### config.mk
export PLATFORM = sky130hd
export DESIGN_NAME = decode_operand_fetch
export DESIGN_NICKNAME = d
export VERILOG_FILES = /design/src/rtl/decode_operand_fetch.sv
export SDC_FILE = /design/constraint.sdc
export NUM_CORES = 1
export LEC_CHECK = 0
export CAP_MARGIN = 30
export CELL_PAD_IN_SITES_DETAIL_PLACEMENT = 1
export CELL_PAD_IN_SITES_GLOBAL_PLACEMENT = 1
export CORE_MARGIN = 2
export CORE_UTILIZATION = 49
export DETAILED_ROUTE_END_ITERATION = 12
export PLACE_DENSITY_LB_ADDON = 0.1
export SYNTH_ARGS = -nofsm -noshare
export SYNTH_HDL_FRONTEND = slang
export SYNTH_SLANG_ARGS = --single-unit
export TNS_END_PERCENT = 20
### constraint.sdc
create_clock -name clk -period 3 [get_ports clk]
set_clock_uncertainty 0.1 [all_clocks]
set_input_delay 0.3 -clock clk [delete_from_list [all_inputs] [get_ports clk]]
set_output_delay 0.3 -clock clk [all_outputs]
set_load 0.01 [all_outputs]
### src/rtl/decode_operand_fetch.sv
// Decode / operand-fetch stage: issues one instruction per cycle into registered execute
// outputs, with register-file bypass, forwarding hints and a one-entry pending-load scoreboard.
module decode_operand_fetch #(
    parameter bit HALT_ON_ILLEGAL = 1'b1
) (
    input  logic        clk,
    input  logic        rst,
    input  logic [15:0] instr,
    input  logic        instr_valid,
    output logic        instr_ready,
    input  logic        wr_en,
    input  logic [3:0]  wr_reg,
    input  logic [15:0] wr_val,
    input  logic        ld_done,
    input  logic [15:0] ld_val,
    output logic [3:0]  opcode,
    output logic [3:0]  destReg,
    output logic [15:0] srcVal1,
    output logic [15:0] srcVal2,
    output logic [7:0]  memAddr,
    output logic        used1,
    output logic        used2,
    output logic        halted,
    output logic        illegal
);

    localparam logic [3:0] OpNop   = 4'd0;
    localparam logic [3:0] OpHlt   = 4'd1;
    localparam logic [3:0] OpNot   = 4'd9;
    localparam logic [3:0] OpLoad  = 4'd14;
    localparam logic [3:0] OpStore = 4'd15;

    localparam logic [1:0] StRun    = 2'd0;
    localparam logic [1:0] StStall  = 2'd1;
    localparam logic [1:0] StHalted = 2'd2;

    logic [1:0]  stateQ, stateD;
    logic        pendQ, pendD;
    logic [3:0]  pendRegQ, pendRegD;
    logic        illegalQ;
    logic [15:0] regFile [16];

    logic [3:0]  op, fDst, fS1, fS2, rdReg1;
    logic        isAlu, isLoad, isStore, isIllegal, isHlt;
    logic        readsR1, readsR2, writesDst;
    logic        hazard, accept, ldWrite, prevAlu;
    logic [15:0] rdVal1, rdVal2;

    logic [3:0]  opD, dstD;
    logic [15:0] s1D, s2D;
    logic [7:0]  addrD;
    logic        u1D, u2D;

    assign op     = instr[15:12];
    assign fDst   = instr[11:8];
    assign fS1    = instr[7:4];
    assign fS2    = instr[3:0];

    assign isAlu     = (op >= 4'd2) && (op <= 4'd10);
    assign isIllegal = (op >= 4'd11) && (op <= 4'd13);
    assign isLoad    = (op == OpLoad);
    assign isStore   = (op == OpStore);
    assign isHlt     = (op == OpHlt) || (isIllegal && HALT_ON_ILLEGAL);

    // STORE carries its data register in the destination field
    assign rdReg1    = isStore ? fDst : fS1;
    assign readsR1   = isAlu || isStore;
    assign readsR2   = isAlu && (op != OpNot);
    assign writesDst = isAlu || isLoad;

    assign hazard = instr_valid && pendQ &&
                    ((readsR1 && (rdReg1 == pendRegQ)) ||
                     (readsR2 && (fS2 == pendRegQ)) ||
                     (writesDst && (fDst == pendRegQ)) ||
                     isLoad);

    assign instr_ready = (stateQ == StRun) && !hazard;
    assign accept      = instr_valid && instr_ready;
    assign ldWrite     = ld_done && pendQ;
    assign prevAlu     = (opcode >= 4'd2) && (opcode <= 4'd10);

    assign halted  = (stateQ == StHalted);
    assign illegal = illegalQ;

    // Reads see this cycle's writes; the ALU port overrides a colliding load return
    always_comb begin
        rdVal1 = regFile[rdReg1];
        if (ldWrite && (pendRegQ == rdReg1)) begin
            rdVal1 = ld_val;
        end
        if (wr_en && (wr_reg == rdReg1)) begin
            rdVal1 = wr_val;
        end
        rdVal2 = regFile[fS2];
        if (ldWrite && (pendRegQ == fS2)) begin
            rdVal2 = ld_val;
        end
        if (wr_en && (wr_reg == fS2)) begin
            rdVal2 = wr_val;
        end
    end

    always_comb begin
        opD   = OpNop;
        dstD  = 4'd0;
        s1D   = 16'd0;
        s2D   = 16'd0;
        addrD = 8'd0;
        u1D   = 1'b0;
        u2D   = 1'b0;
        if (accept) begin
            if (isAlu) begin
                opD  = op;
                dstD = fDst;
                s1D  = rdVal1;
                u1D  = prevAlu && (rdReg1 == destReg);
                if (readsR2) begin
                    s2D = rdVal2;
                    u2D = prevAlu && (fS2 == destReg);
                end
            end else if (isLoad) begin
                opD   = op;
                dstD  = fDst;
                addrD = instr[7:0];
            end else if (isStore) begin
                opD   = op;
                s1D   = rdVal1;
                addrD = instr[7:0];
                u1D   = prevAlu && (rdReg1 == destReg);
            end else if (isHlt) begin
                opD = OpHlt;
            end
        end
    end

    always_comb begin
        stateD = stateQ;
        case (stateQ)
            StRun: begin
                if (accept && isHlt) begin
                    stateD = StHalted;
                end else if (hazard && !ld_done) begin
                    stateD = StStall;
                end
            end
            StStall: begin
                if (ld_done || !pendQ) begin
                    stateD = StRun;
                end
            end
            StHalted: stateD = StHalted;
            default:  stateD = StRun;
        endcase
    end

    always_comb begin
        pendD    = pendQ;
        pendRegD = pendRegQ;
        if (accept && isLoad) begin
            pendD    = 1'b1;
            pendRegD = fDst;
        end else if (ld_done) begin
            pendD = 1'b0;
        end
    end

    always_ff @(posedge clk or negedge rst) begin
        if (!rst) begin
            stateQ   <= StRun;
            pendQ    <= 1'b0;
            pendRegQ <= 4'd0;
            illegalQ <= 1'b0;
            opcode   <= 4'd0;
            destReg  <= 4'd0;
            srcVal1  <= 16'd0;
            srcVal2  <= 16'd0;
            memAddr  <= 8'd0;
            used1    <= 1'b0;
            used2    <= 1'b0;
        end else begin
            stateQ   <= stateD;
            pendQ    <= pendD;
            pendRegQ <= pendRegD;
            if (accept && isIllegal) begin
                illegalQ <= 1'b1;
            end
            opcode   <= opD;
            destReg  <= dstD;
            srcVal1  <= s1D;
            srcVal2  <= s2D;
            memAddr  <= addrD;
            used1    <= u1D;
            used2    <= u2D;
        end
    end

    always_ff @(posedge clk or negedge rst) begin
        if (!rst) begin
            for (int i = 0; i < 16; i++) begin
                regFile[i] <= 16'd0;
            end
        end else begin
            if (ldWrite) begin
                regFile[pendRegQ] <= ld_val;
            end
            if (wr_en) begin
                regFile[wr_reg] <= wr_val;
            end
        end
    end

endmodule

==> impl_metrics.json, run 1 <==
{
  "status": "completed",
  "hp-start": "instr[0]",
  "grt_pass1_wl_um": 115000,
  "drt_iter0_drc": 1452,
  "die_w_um": 203,
  "fin_nets": 2031,
  "critPathBufInv": 1,
  "period_share": 0.952,
  "power_density_mw_per_mm2": 595,
  "p_comb_frac": 0.238,
  "fp-row-count": 72,
  "core_sq_mm": 0.0389,
  "synth-seq-cells": 314,
  "dpl.hpwl_um": 48000,
  "grt_max_degree": 76,
  "place_ws_ns": -0.216,
  "drive_above_1_share": 0.202,
  "grt_pass1_vias": 17836,
  "r2r-end": "srcVal1[0]",
  "viasPerCell": 6.61,
  "port_buffers": 109,
  "drc": 0,
  "cts_buffers": 39,
  "syn_nets": 1930,
  "start_util": 0.499,
  "netlist.area_leader.share": 0.405,
  "ys_seq_area_frac": 0.405,
  "switchingPower_mw": 4.25,
  "wl_per_cell_um": 30.9,
  "die_y_um": 203,
  "setup_viol": 0,
  "final_core_util": 0.593,
  "wl_um": 77800,
  "synth_top_area_cell": "dfrtp_1",
  "synth_edf_count": 0,
  "timing.rr.start": "pendRegQ[3]",
  "syn_to_final_growth_pct": 18.8,
  "fin_setup_tns_ns": 0,
  "slew_viol_final": 0,
  "switching_share": 0.310,
  "cp-end-kind": "output pin",
  "yosysUniqueCellTypes": 59,
  "syn_area_per_cell_sq_um": 10.4,
  "p_seq_frac": 0.423,
  "clock-sinks": 314,
  "irDropWorstVdd_v": 0.000642,
  "cts_max_level": 2,
  "hold_path_end": "memAddr[0]",
  "firstDrtPassIters": 5,
  "cts_tree": "built",
  "synthArstFlopShare": 1.00,
  "drv_cap": 0,
  "vias": 16657,
  "fmax_mhz": 350,
  "hold_violations": 0,
  "startpoint": "pendRegQ[3]",
  "synth_ff_type": "dfrtp_1",
  "p_leak_nw": 9.66,
  "min_path_cells": 2,
  "cp_slowest_cell": "dfrtp_1",
  "power.total_mw": 13.7,
  "mostFrequentLayoutCell": "mux2i_1",
  "antenna_found_initial": 5,
  "clockRootBuffer": "clkbuf_16",
  "syn_inst": 1873,
  "worst_ep_required_time_ns": 2.60,
  "crit_family": "simple AND/OR/NAND/NOR gates",
  "clockBufferDepth": 3,
  "rsz0062_at_grt": "false",
  "reg2reg_depth": 9,
  "globalplace.congestion": 0.875,
  "syn_area_sq_mm": 0.0194,
  "period_minus_slack_ns": 2.85,
  "startpoint_type": "flop",
  "crit_fanout": 12,
  "die-area_sq_mm": 0.0412,
  "reg2reg_setup_slack_ns": 0.39,
  "stdcell_count": 2521,
  "ant_nets": 0,
  "final_cell_mix": "mux2i_1 (345), dfrtp_1 (312), nor2_1 (202), a21oi_1 (183), buf_4 (121)",
  "clock_latency_ns": 0.58,
  "hold_path.class": "input port to flop",
  "fillers": 4129,
  "relSlewSlack": 0.357,
  "pin_count": 110,
  "crit_chain": "nand2b_1 > and4_1 > and4b_1 > nor2_1 > nand2_1 > a311oi_1 > dlygate4sd2_1",
  "synth_warnings": 0,
  "dp_cells": 2447,
  "intPower_mw": 9.47,
  "gr-total-overflow": 0,
  "grtUsageTotal": 0.383,
  "setup_ws_ns": 0.145,
  "slowest_delay_ns": 0.51,
  "cts.clk_slew.worst_paths_ns": 0.06,
  "max_slew.worst_pin.slew_ns": 0.961,
  "synth_area_leaders": "dfrtp_1 (40%), mux2i_1 (18%), mux4_2 (9.3%), a21oi_1 (4.7%), nor2_1 (4.0%)",
  "cp.arrival_ns": 2.45,
  "crit_type": "flop to output pin",
  "pwr-share-clk": 0.339
}
worst max path at each step:
stage / to / slack [ns] / depth (start not counted)
6_report: instr_ready / 0.15 / 7
5_1_grt: instr_ready / 0.02 / 7
4_1_cts: instr_ready / 0.17 / 9
3_5_place_dp: srcVal1[0] / -0.22 / 10
3_3_place_gp: srcVal1[0] / -0.18 / 10
2_1_floorplan: srcVal2[10] / 0.51 / 7
kinds of logic (layout without fill, tap and decap cells):
family | count (synthesis) | count (layout) | share of synthesized area
multiplexers | 493 | 493 | 0.312
AND/OR/NAND/NOR | 429 | 429 | 0.101
AO/OA/AOI/OAI | 407 | 407 | 0.124
flip-flops | 314 | 314 | 0.405
buffers and inverters | 210 | 336 | 0.0498
XOR/XNOR | 20 | 20 | 0.00902
other | 0 | 4 | 0
Yosys cell counts, drive strengths merged, types with 17 or more instances:
master	n
mux2i	348
o22ai	32
a211oi	32
mux2	65
o21ai	100
nand2b	17
dfrtp	314
a221oi	30
a22oi	17
nand2	118
a21oi	183
buf	76
clkbuf	126
mux4	80
nor2	222
final cells by class:
cell class	instances	area, sq um	share of cell area
diodes	4	10.0	0.000434
clock buffers	59	1150	0.0499
clock inverters	7	66.3	0.00287
inverters	8	30.0	0.00130
multi-input cells	1349	10700	0.462
flip-flops and latches	314	7860	0.341
well taps	518	648	0.0281
repair buffers	262	2650	0.115
worst reg2reg max path, cell delays in order (launching register included):
cell	delay [ns]
dfrtp_1	0.51
nand2b_1	0.23
mux2i_1	0.22
nor4_1	0.09
and3_1	0.24
nor2_1	0.44
buf_4	0.25
buf_4	0.13
a22oi_1	0.07
a211oi_1	0.25
power groups by stage:
stage	clock [mW]	combinational [mW]	sequential, mW
after CTS	4.70	3.24	5.76
after detailed placement	0	3.20	5.82
final	4.65	3.26	5.81
after global placement	0	3.05	5.77
after floorplan	0	2.30	5.54
after global routing	4.84	3.54	5.88
per-layer routing:
layer / track usage / share of wire / vias to the layer above
met5: 0 / 0.00017 / -
met4: 0.223 / 0.059 / 2
met3: 0.0663 / 0.072 / 258
met2: 0.615 / 0.47 / 765
met1: 0.488 / 0.40 / 8612
li1: - / - / 7020
per-stage QoR:
stage	instance area, sq um	hold WS, ns
after global placement	21800	0.252
after global routing	23100	0.0532
after detailed placement	21800	0.251
final	23100	0.0391
after floorplan	19400	-0.0956
after CTS	23100	0.0268
registers in the layout, indices dropped and copies added (netlist names):
name and cells:
destReg 4, illegal 1, memAddr 8, opcode 4
pendQ 1, pendRegQ 4, regFile 256, srcVal1 16
srcVal2 16, stateQ 2, used1 1, used2 1
what timing repair did:
| item | CTS | global route |
|---|---|---|
| setup buffers | 3 | 0 |
| resized for setup | 3 | 1 |
| hold buffers | 1 | 0 |
| pin swaps | 1 | 0 |
| hold endpoints to repair | 68 | 0 |
| endpoints found under the setup margin | 1 | 1 |
(Power assumes the default switching activity.)
==> run 2: changes to the inputs <==
--- a/config.mk
+++ b/config.mk
@@ -11,6 +11,7 @@
 export CORE_MARGIN = 2
 export CORE_UTILIZATION = 49
 export DETAILED_ROUTE_END_ITERATION = 12
+export GPL_TIMING_DRIVEN = 0
 export PLACE_DENSITY_LB_ADDON = 0.1
 export SYNTH_ARGS = -nofsm -noshare
 export SYNTH_HDL_FRONTEND = slang
==> impl_metrics.json, run 2 (same netlist as run 1, synthesis figures left out) <==
{
  "fp-row-count": 72,
  "cts_buffers": 39,
  "power.total_mw": 14.5,
  "place_ws_ns": -1.04,
  "vias": 16796,
  "die_y_um": 203,
  "status": "finished with violations",
  "antenna_found_initial": 3,
  "final_cell_mix": "mux2i_1 (344), dfrtp_1 (314), nor2_1 (205), a21oi_1 (183), clkbuf_1 (123)",
  "grt_pass1_wl_um": 116000,
  "final_core_util": 0.579,
  "syn_to_final_growth_pct": 16.0,
  "rsz0062_at_grt": "true",
  "cp.arrival_ns": 3.38,
  "drv_cap": 0,
  "cts.clk_slew.worst_paths_ns": 0.06,
  "pwr-share-clk": 0.346,
  "hold_path.class": "input port to flop",
  "drt_iter0_drc": 1678,
  "largest_reg_flops": 256,
  "firstDrtPassIters": 7,
  "grt_pass1_vias": 17087,
  "p_comb_frac": 0.244,
  "placed_area_sq_mm": 0.0210,
  "gr-total-overflow": 0,
  "p_seq_frac": 0.409,
  "clockBufferDepth": 3,
  "crit_type": "input port to flop",
  "grtUsageTotal": 0.389,
  "clock_latency_ns": 0.57,
  "port_buffers": 75,
  "reg2reg_setup_slack_ns": 0.02,
  "switching_share": 0.331,
  "wl_per_cell_um": 31.1,
  "crit_fanout": 10,
  "globalplace.congestion": 1.01,
  "cp-end-kind": "flop",
  "top_register": "regFile",
  "start_util": 0.499,
  "hold_violations": 0,
  "ant_nets": 0,
  "period_share": 1.02,
  "final_cell_area_sq_mm": 0.0225,
  "dpl.hpwl_um": 62700,
  "relSlewSlack": 0.286,
  "irDropWorstVdd_v": 0.000606,
  "fmax_mhz": 325,
  "fin_nets": 2066,
  "period_minus_slack_ns": 3.07,
  "diodes": 0,
  "setup_ws_ns": -0.0735,
  "power_density_mw_per_mm2": 644,
  "fillers": 4254,
  "startpoint_type": "input port",
  "setup_viol": 12,
  "max_slew.worst_pin.slew_ns": 1.06,
  "cts_tree": "built",
  "core_sq_mm": 0.0389,
  "die-area_sq_mm": 0.0412,
  "violations": "negative setup slack",
  "switchingPower_mw": 4.80,
  "drive_above_1_share": 0.163,
  "reg_top3": "regFile: 256 flops, srcVal1: 16 flops, srcVal2: 16 flops",
  "wl_um": 79600,
  "p_leak_nw": 9.31,
  "clockRootBuffer": "clkbuf_16",
  "viasPerCell": 6.57,
  "worst_ep_required_time_ns": 3.31,
  "mostFrequentLayoutCell": "mux2i_1",
  "pin_count": 110,
  "drc": 0,
  "intPower_mw": 9.69,
  "multi_input_area_sq_mm": 0.0107,
  "cts_max_level": 2,
  "grt_max_degree": 103,
  "clock-sinks": 314,
  "slew_viol_final": 0,
  "die_w_um": 203,
  "seq_area_sq_mm": 0.00786
}
run 2: changes by cell type in the layout (fill, tap and decap cells not counted), moves of 4 or more:
cell and change:
buf_1 +22, clkbuf_1 +113, buf_2 +33, nor2_2 -5
buf_4 -105, diode_2 -4, buf_8 +6, clkdlybuf4s50_1 -31
buf_6 +9, clkbuf_4 +4, buf_12 -29, clkbuf_2 +9
run 2: final cells by class:
type,instances,area share
Multi-Input combinational cell,1349,0.474
Sequential cell,314,0.349
Clock buffer,57,0.0518
Timing Repair Buffer,96,0.0454
Buffer,201,0.0429
Tap cell,518,0.0288
Clock inverter,12,0.00733
Inverter,8,0.00133
run 2: worst max-delay path, stage by stage:
cell,delay (ns)
clkbuf_1,0.49
clkbuf_2,0.49
buf_2,0.51
xnor2_1,0.15
nand3_1,0.31
clkbuf_1,0.54
nor2_1,0.09
a211oi_1,0.48
run 2: final timing paths:
path                             startpoint     endpoint  depth (start not counted)
worst max-delay path               instr[1]  srcVal2[13]                          8
worst min-delay path              wr_val[4]  regFile[84]                          3
worst max register to register  pendRegQ[1]  srcVal1[13]                         10
worst min register to register      illegal      illegal                          1
max in group asynchronous               rst  regFile[27]                          4
min in group asynchronous               rst      illegal                          2
run 2: per-layer routing:
layer	track usage	part of all wire	up-vias
met1	0.557	0.42	8668
met4	0.114	0.031	2
met2	0.584	0.44	899
li1	-	-	7071
met3	0.100	0.10	156
met5	0	0.00016	-
run 2: power by group through the flow:
stage	Clock [mW]	Sequential, mW	Combinational [mW]
after floorplan	0	5.54	2.30
after global placement	0	5.84	3.21
after detailed placement	0	5.90	3.36
after CTS	5.03	5.86	3.41
after global routing	5.22	5.99	3.75
final	5.02	5.93	3.54
run 2: metrics by stage:
stage | hold slack (ns) | std cells | setup TNS, ns
global placement | 0.368 | 2466 | -3998.08
CTS | 0.0784 | 2551 | -0.0427
floorplan | -0.0956 | 1873 | 0
detailed placement | 0.195 | 2475 | -37.75
finish | 0.110 | 2555 | -0.458
global route | 0.142 | 2555 | -0.141
run 2: timing repair:
action / in CTS / in global routing
endpoints found under the hold margin: 66 / 0
hold buffers: 1 / 0
pin swaps: 1 / 0
buffers inserted: 6 / 5
endpoints found under the setup margin: 32 / 37
gates resized for setup: 14 / 29
==> run 3: changes to the inputs <==
--- a/config.mk
+++ b/config.mk
@@ -12,7 +12,7 @@
 export CORE_UTILIZATION = 49
 export DETAILED_ROUTE_END_ITERATION = 12
 export GPL_TIMING_DRIVEN = 0
-export PLACE_DENSITY_LB_ADDON = 0.1
+export PLACE_DENSITY = 0.85
 export SYNTH_ARGS = -nofsm -noshare
 export SYNTH_HDL_FRONTEND = slang
 export SYNTH_SLANG_ARGS = --single-unit
==> impl_metrics.json, run 3 (same netlist as run 1, synthesis figures left out) <==
{
  "reg_top3": "regFile: 256 flops, srcVal1: 16 flops, srcVal2: 16 flops",
  "cpMostUsedCell": "clkbuf_1",
  "drive_above_1_share": 0.165,
  "crit_fanout": 10,
  "setup_ws_ns": -0.183,
  "crit_chain": "clkbuf_1 > clkbuf_2 > buf_2 > xnor2_1 > nand3_1 > clkbuf_1 > nor2_1 > a211oi_1",
  "drt_iter0_drc": 2066,
  "globalplace.congestion": 0.951,
  "p_leak_nw": 9.32,
  "status": "finished with violations",
  "viasPerCell": 6.71,
  "power.total_mw": 14.6,
  "die_y_um": 203,
  "clock_latency_ns": 0.59,
  "grtUsageTotal": 0.393,
  "place_ws_ns": -0.915,
  "cp.arrival_ns": 3.49,
  "syn_to_final_growth_pct": 16.1,
  "pin_count": 110,
  "stdcell_count": 2546,
  "reg2reg_depth": 11,
  "top_register": "regFile",
  "power_density_mw_per_mm2": 649,
  "multi_input_area_sq_mm": 0.0108,
  "hold_violations": 0,
  "crit_type": "input port to flop",
  "ant_nets": 0,
  "gr-total-overflow": 0,
  "wl_um": 80600,
  "slew_viol_final": 0,
  "cp_slowest_cell": "a211oi_1",
  "setup_viol": 9,
  "firstDrtPassIters": 6,
  "hold_path.class": "input port to async pin",
  "seq_area_sq_mm": 0.00786,
  "fin_setup_tns_ns": -0.543,
  "wl_per_cell_um": 31.7,
  "clock-sinks": 314,
  "cp-end-kind": "flop",
  "violations": "negative setup slack",
  "clockRootBuffer": "clkbuf_16",
  "drc": 0,
  "slowest_delay_ns": 0.62,
  "grt_pass1_wl_um": 119000,
  "mostFrequentLayoutCell": "mux2i_1",
  "die-area_sq_mm": 0.0412,
  "startpoint_type": "input port",
  "period_minus_slack_ns": 3.18,
  "start_util": 0.499,
  "rsz0062_at_grt": "true",
  "cts_buffers": 39,
  "port_buffers": 75,
  "fp-row-count": 72,
  "cts_max_level": 2,
  "placed_area_sq_mm": 0.0209,
  "grt_max_degree": 122,
  "cts_tree": "built",
  "fin_nets": 2060,
  "vias": 17075,
  "max_slew.worst_pin.slew_ns": 1.13,
  "worst_ep_required_time_ns": 3.30,
  "grt_pass1_vias": 17923,
  "cts.clk_slew.worst_paths_ns": 0.06,
  "period_share": 1.06,
  "core_sq_mm": 0.0389,
  "fmax_mhz": 314,
  "timing.rr.start": "pendRegQ[1]",
  "final_cell_mix": "mux2i_1 (344), dfrtp_1 (314), nor2_1 (204), a21oi_1 (183), clkbuf_1 (122)",
  "final_cell_area_sq_mm": 0.0226,
  "drv_cap": 0,
  "antenna_found_initial": 5,
  "die_w_um": 203,
  "dp_cells": 2471,
  "clockBufferDepth": 3,
  "fillers": 4232,
  "irDropWorstVdd_v": 0.000450,
  "relSlewSlack": 0.238,
  "largest_reg_flops": 256,
  "startpoint": "instr[1]",
  "dpl.hpwl_um": 62100
}
## run 3: cell types whose count changed in the layout (fill, tap and decap cells not counted), moves of 2 or more
cell	previous run	this run
bufinv_16	4	7
clkdlybuf4s50_1	73	71
a211oi_2	12	14
a221oi_1	29	22
clkbuf_8	8	2
nor2_2	5	7
buf_6	9	7
buf_4	16	13
a221oi_2	1	8
dlymetal6s2s_1	0	2
a211oi_1	19	17
## run 3: through the flow
step	utilization	hold slack (ns)
after floorplan	-	-0.0956
after global placement	0.535	0.361
after detailed placement	0.538	0.160
after CTS	0.576	0.113
after global routing	0.580	0.167
final	0.580	0.128
## run 3: layout make-up
class	instances	area share
sequential	314	0.348
timing repair buffer	89	0.0430
clock buffer	49	0.0468
antenna	1	0.000111
clock inverter	16	0.0122
multi-input combinational	1350	0.477
inverter	8	0.00133
tap	518	0.0287
buffer	201	0.0426
## run 3: metal layers
layer	track usage	share of wire	up-vias
met5	0	0.00064	-
met4	0.135	0.037	8
met3	0.111	0.11	209
met2	0.598	0.45	954
met1	0.540	0.40	8853
li1	-	-	7051
## run 3: path summary, 6_finish.rpt
check / endpoint / slack [ns]
worst min-delay path: memAddr[6] / 0.13
worst min register to register: stateQ[0] / 0.42
min in group clk: regFile[66] / 0.15
worst max-delay path: srcVal2[13] / -0.18
max in group asynchronous: srcVal1[9] / 1.32
worst max register to register: srcVal1[6] / -0.01
## run 3: worst max-delay path: cells and delay by family
kind | cells | cell delay (ns)
AND/OR/NAND/NOR | 2 | 0.36
buffers and inverters | 4 | 2.02
XOR/XNOR | 1 | 0.14
AO/OA/AOI/OAI | 1 | 0.62
## run 3: where the power goes
group | internal (mW) | switching, mW | total (mW) | leakage, nW
Sequential | 5.06 | 0.976 | 6.03 | 3.84
Clock | 3.09 | 2.02 | 5.11 | 0.646
Combinational | 1.60 | 1.91 | 3.51 | 4.83
## run 3: timing repair
action,4_1_cts,5_1_grt
hold buffers,1,0
setup endpoints to repair,30,56
pin swaps,1,3
setup buffers,4,2
gates cloned,1,0
gates resized for setup,24,35
endpoints found under the hold margin,110,0
==> edit 1 (settings of run 2) <==
The parameter `HALT_ON_ILLEGAL` goes from 1'b1 to 1'b0.
--- a/src/rtl/decode_operand_fetch.sv
+++ b/src/rtl/decode_operand_fetch.sv
@@ -3,3 +3,3 @@
 module decode_operand_fetch #(
-    parameter bit HALT_ON_ILLEGAL = 1'b1
+    parameter bit HALT_ON_ILLEGAL = 1'b0
 ) (
Check against the original RTL: not equivalent (Yosys sat finds a counterexample within 4 cycles, from zero or initial values and one cycle with rst low).
==> edit 1 against run 2 <==
The flow still finishes with violations (setup timing). Power is 0.20% higher. Clock power is 5.0% lower. Area after synthesis is 0.11% lower. Critical path type unchanged. Routed wire length is 3.2% lower. First-iteration DRC count is 22% lower. Cell area is 0.51% lower. Core utilization is 0.16 points lower. Setup slack worse by 0.15 ns. Count of clock-buffer cells in the layout is 3 higher. Sequential cell count stayed put.
==> edit 1: results (changes against run 2) <==
* Violated checks: setup timing
* Worst reg2reg path endpoint: srcVal2[13]
* Drt pass-1 iters at 5 (-2)
* Post-synth top cells: mux2i_1 (443), dfrtp_1 (314), nor2_1 (203), nand2_1 (168), a21oi_1 (166)
* Nets@finish at 2083 (+0.82%)
* RD Place Congestion at 0.986 (-2.0%)
* Critical Path Max Stage Delay at 0.62 ns (+0.08 ns)
* Clock Power at 4.77 mW (-5.0%)
* Largest net degree at the start of global routing at 90 (-13%)
* Vias in the first global route at 17863 (+4.5%)
* DP Wirelength at 59500 um (-5.1%)
* Worst EP arrival at 3.51 ns (+0.13 ns)
* Routed length per placed instance at 30.0 um (-3.8%)
* Netlist cell types at 58 (-1.7%)
* Worst-margin pin slew at 1.06 ns (+0.00200 ns)
* Multiplexer share of the synthesized area at 32.7% (+1.5 points)
* Outcome: complete, but fails checks
* CTS buffer count at 40 (+2.6%)
* Static leakage at 9.65 nW (+3.6%)
* Largest cells by area after synthesis: dfrtp_1 (41%), mux2i_1 (23%), mux4_2 (9.3%)
* R2r setup slk at -0.18 ns (-0.20 ns)
* Register area share after synthesis at 40.5% (+0.044 points)
* Seq pwr at 5.99 mW (+1%)
* First DRT Iteration DRCs at 1315 (-22%)
* Critical-path top delay cell: a211oi_1
* Pre-CTS setup slack at -0.935 ns (+0.105 ns)
* First-pass GRT wire length at 115000 um (-0.63%)
* Pwr dens at 648 mW/mm2 (+0.70%)
* Final setup vio count at 12 (unchanged)
* Initial antenna violation count at 6 (+3)
* Final worst slack at -0.220 ns (-0.147 ns)
* Layout cell share with drive strength beyond 1 at 12.1% (-4.2 points)
[edit 1: cell count changes in the layout (fill, tap and decap cells not counted), moves of 11 or more]
cell,delta
a211oi_1,-11
mux2i_1,+98
a22oi_1,+15
mux2_2,-57
a21oi_1,-17
o22ai_1,-15
nand2_1,+50
nand2b_1,-14
o221a_1,+16
a221oi_1,-28
nor2_4,-11
[edit 1: final cells by class]
type	count	area, um2	share of cell area, %
Clock buffer	60	1160	5.17
Tap cell	518	648	2.89
Multi-Input combinational cell	1372	10700	47.7
Timing Repair Buffer	87	946	4.22
Inverter	8	30.0	0.134
Antenna cell	3	7.51	0.0335
Buffer	203	966	4.31
Clock inverter	8	93.8	0.419
Sequential cell	314	7860	35.1
[edit 1: repair_timing]
action                                  CTS  global route
pin swaps                                 2             1
buffers inserted                          1             0
endpoints found under the hold margin    51             0
endpoints found under the setup margin   30            86
gates resized for setup                  18            32
hold buffers                              1             0
[edit 1: layer usage]
| layer | share of wire (%) | track usage [%] | routed length, um |
|---|---|---|---|
| met5 | 0.014 | 0 | 11 |
| met4 | 7.0 | 24.3 | 5360 |
| met3 | 6.3 | 6.58 | 4870 |
| met2 | 48 | 62.5 | 36700 |
| met1 | 39 | 46.4 | 30200 |
[edit 1: stage by stage]
step	setup TNS, ns	std cells	utilization (%)
3_3_place_gp	-4019.72	2490	53.5
2_1_floorplan	0	1898	-
4_1_cts	-0.0462	2569	57.4
6_report	-0.518	2573	57.7
5_1_grt	-0.831	2570	57.7
3_5_place_dp	-33.22	2500	54.0
[edit 1: critical path, delay by kind of cell]
family / cells / cell delay (ns)
AOI/OAI and AO/OA: 1 / 0.62
xor gates and xnor gates: 1 / 0.14
and+or+nand+nor: 2 / 0.45
buffers and inverters: 4 / 1.99
==> edit 2 (flow settings as in run 2) <==
Without the edit above. Reset style: synchronous (`rst`), changed in 2 clocked blocks.
--- a/src/rtl/decode_operand_fetch.sv
+++ b/src/rtl/decode_operand_fetch.sv
@@ -166,3 +166,3 @@
 
-    always_ff @(posedge clk or negedge rst) begin
+    always_ff @(posedge clk) begin
         if (!rst) begin
@@ -196,3 +196,3 @@
 
-    always_ff @(posedge clk or negedge rst) begin
+    always_ff @(posedge clk) begin
         if (!rst) begin
Check against the original RTL: not equivalent (a bounded check fails within 4 cycles, from zero or initial values and one cycle with rst low; the reset may be asserted at any time).
==> edit 2 against run 2 <==
The flow still finishes with violations (setup timing). Area after synthesis is 9.4% lower. Core utilization grew 0.95 points. Sequential cell count is the same. Non-clock buffer count fell by 10. Routed wire length decreased by 2.6%. Via count decreased by 7.9%. Cell area shrank 7.3%. Die area down 9.2%. Sequential share of layout area is 7.5 points higher. Setup slack worse by 0.071 ns.
Power is not compared: it rests on default switching activity, and its combinational part moved more than twofold at a synthesized area within 25%.
==> edit 2: results (changes against run 2) <==
* Final setup vio count at 24 (+12)
* First-pass GRT wire length at 109000 um (-5.7%)
* First DRT Iteration DRCs at 2162 (+29%)
* Setup tns final at -0.953 ns (-0.495 ns)
* Post-synth top cells: a22o_1 (256), edfxtp_1 (256), nand2_1 (231), clkbuf_1 (102), mux4_2 (80)
* Static leakage at 7.40 nW
* Met2 GRT Util at 61.2% (+2.8 points)
* Largest net degree at the start of global routing at 17 (-83%)
* RD Place Congestion at 0.963 (-4.3%)
* Largest cells by area after synthesis: edfxtp_1 (44%), a22o_1 (13%), mux4_2 (10%)
* Post-synth EDFFs at 256 (+256)
* Largest delay contributor family on the critical path: simple AND/OR/NAND/NOR gates
* Worst EP arrival at 3.50 ns (+0.12 ns)
* Violated checks: setup timing
* Compound-gate portion of the synthesized area at 18.1% (+5.7 points)
* Outcome: complete, but fails checks
* Warnings from Yosys at 0 (unchanged)
* Drt pass-1 iters at 6 (-1)
* Vias/cell at 7.17 (+9.1%)
* Register area share after synthesis at 50.3% (+9.8 points)
* DP Wirelength at 58500 um (-6.6%)
* Multiplexer share of the synthesized area at 13.2% (-18 points)
* Clk buf depth at 3 (unchanged)
* Max Slew Vio Count at 0 (unchanged)
* M3 GR Usage at 14.3% (+4.2 points)
* Routed wire length at 77500 um (-2.6%)
* Synth async-reset ratio at 0% (-100 points)
* Rel. slew slack at 30.2% (+1.5 points)
* Netlist cell types at 65 (+10%)
* CTS buffer count at 36 (-7.7%)
* VDD IR max at 0.000514 V
* Vias in the first global route at 15348 (-10%)
* Clk slew on worst S/H paths at 0.06 ns (about the same)
* Layout cell share with drive strength beyond 1 at 18.4% (+2.1 points)
* Final worst slack at -0.144 ns (-0.0709 ns)
* Nets@finish at 1724 (-17%)
* Biggest regs: regFile: 256 flops, srcVal1: 16 flops, srcVal2: 16 flops
* GRT Overall Usage at 40.5% (+1.6 points)
* Initial antenna violation count at 2 (-1)
* # port buffers at 69 (-8.0%)
* CP Max Fanout at 10 (unchanged)
* GR Util met1 at 54.4% (-1.3 points)
* Synthesized-area fraction occupied by adder cells at 0% (unchanged)
* Critical Path Max Stage Delay at 0.80 ns (+0.26 ns)
* Synth Net Count at 1579 (-18%)
* Hold/Removal Path Class: primary input to flop
* Critical-path top delay cell: nor2_1
* Synth Area in XOR/XNOR at 1.24% (+0.34 points)
* H-tree Lvls at 2 (unchanged)
-- edit 2: cell count changes after synthesis, sizes merged, moves of 28 or more --
cell / change
dfrtp: -314
mux2i: -302
a22o: +256
edfxtp: +256
a21oi: -164
nor2: -144
nand2: +113
o21ai: -89
mux2: -63
dfxtp: +58
nand3: +58
o22ai: -31
a221oi: -28
-- edit 2: per-layer routing --
| metal | wire length [um] | vias up |
|---|---|---|
| li1 | - | 6243 |
| met1 | 29200 | 7721 |
| met2 | 33600 | 1303 |
| met3 | 11500 | 208 |
| met4 | 3170 | 0 |
| met5 | 0 | - |
-- edit 2: kinds of logic (layout without fill, tap and decap cells) --
family,Yosys count,count (layout)
xor gates and xnor gates,25,25
and+or+nand+nor,487,487
AOI/OAI and AO/OA,381,381
other,0,1
buffers and inverters,187,360
muxes,128,128
DFF,314,314
-- edit 2: power breakdown --
group	total [mW]	internal, mW	switching [mW]
Sequential	5.11	4.94	0.165
Combinational	1.73	0.612	1.12
Clock	4.68	2.73	1.94
Total	11.5	8.29	3.23
-- edit 2: layout make-up --
| type | count | area, um2 |
|---|---|---|
| Fill cell | 3674 | 14600 |
| Buffer | 180 | 865 |
| Inverter | 7 | 26.3 |
| Sequential cell | 314 | 8850 |
| Clock buffer | 53 | 1030 |
| Antenna cell | 1 | 2.50 |
| Clock inverter | 13 | 180 |
| Tap cell | 461 | 577 |
| Timing Repair Buffer | 107 | 1100 |
| Multi-Input combinational cell | 1021 | 8240 |
-- edit 2: through the flow --
step                setup WS (ns)  cell area, um2  power (mW)  util, %  instances
detailed placement          -1.27           19100        6.75     53.8       2075
floorplan                   0.446           17600        6.01        -       1522
CTS                        -0.364           20600        11.4     58.1       2150
finish                     -0.144           20900        11.5     58.8       2157
global placement            -1.63           18900        6.68     53.2       2052
global route               -0.201           20900        11.7     58.8       2156
-- edit 2: path summary, 6_finish.rpt --
path                from          end  slack, ns  cells past startpoint
min             instr[9]   destReg[1]       0.02                      2
max            instr[12]  srcVal1[14]      -0.14                     10
max reg2reg  pendRegQ[1]   srcVal1[2]       0.08                      8
min reg2reg      illegal      illegal       0.39                      2
-- edit 2: repair_timing --
item,CTS,global route
hold buffers,0,0
hold endpoints to repair,0,0
resized for setup,67,57
setup buffers,9,4
pin swaps,3,3
endpoints found under the setup margin,324,316
-- edit 2: worst reg2reg max path, delay by kind of cell, from the launching register on --
| family | cells | cell delay (ns) |
|---|---|---|
| xor+xnor | 1 | 0.21 |
| compound gates | 4 | 1.04 |
| buf+inv | 2 | 0.56 |
| flops | 1 | 0.30 |
| simple gates | 1 | 0.52 |
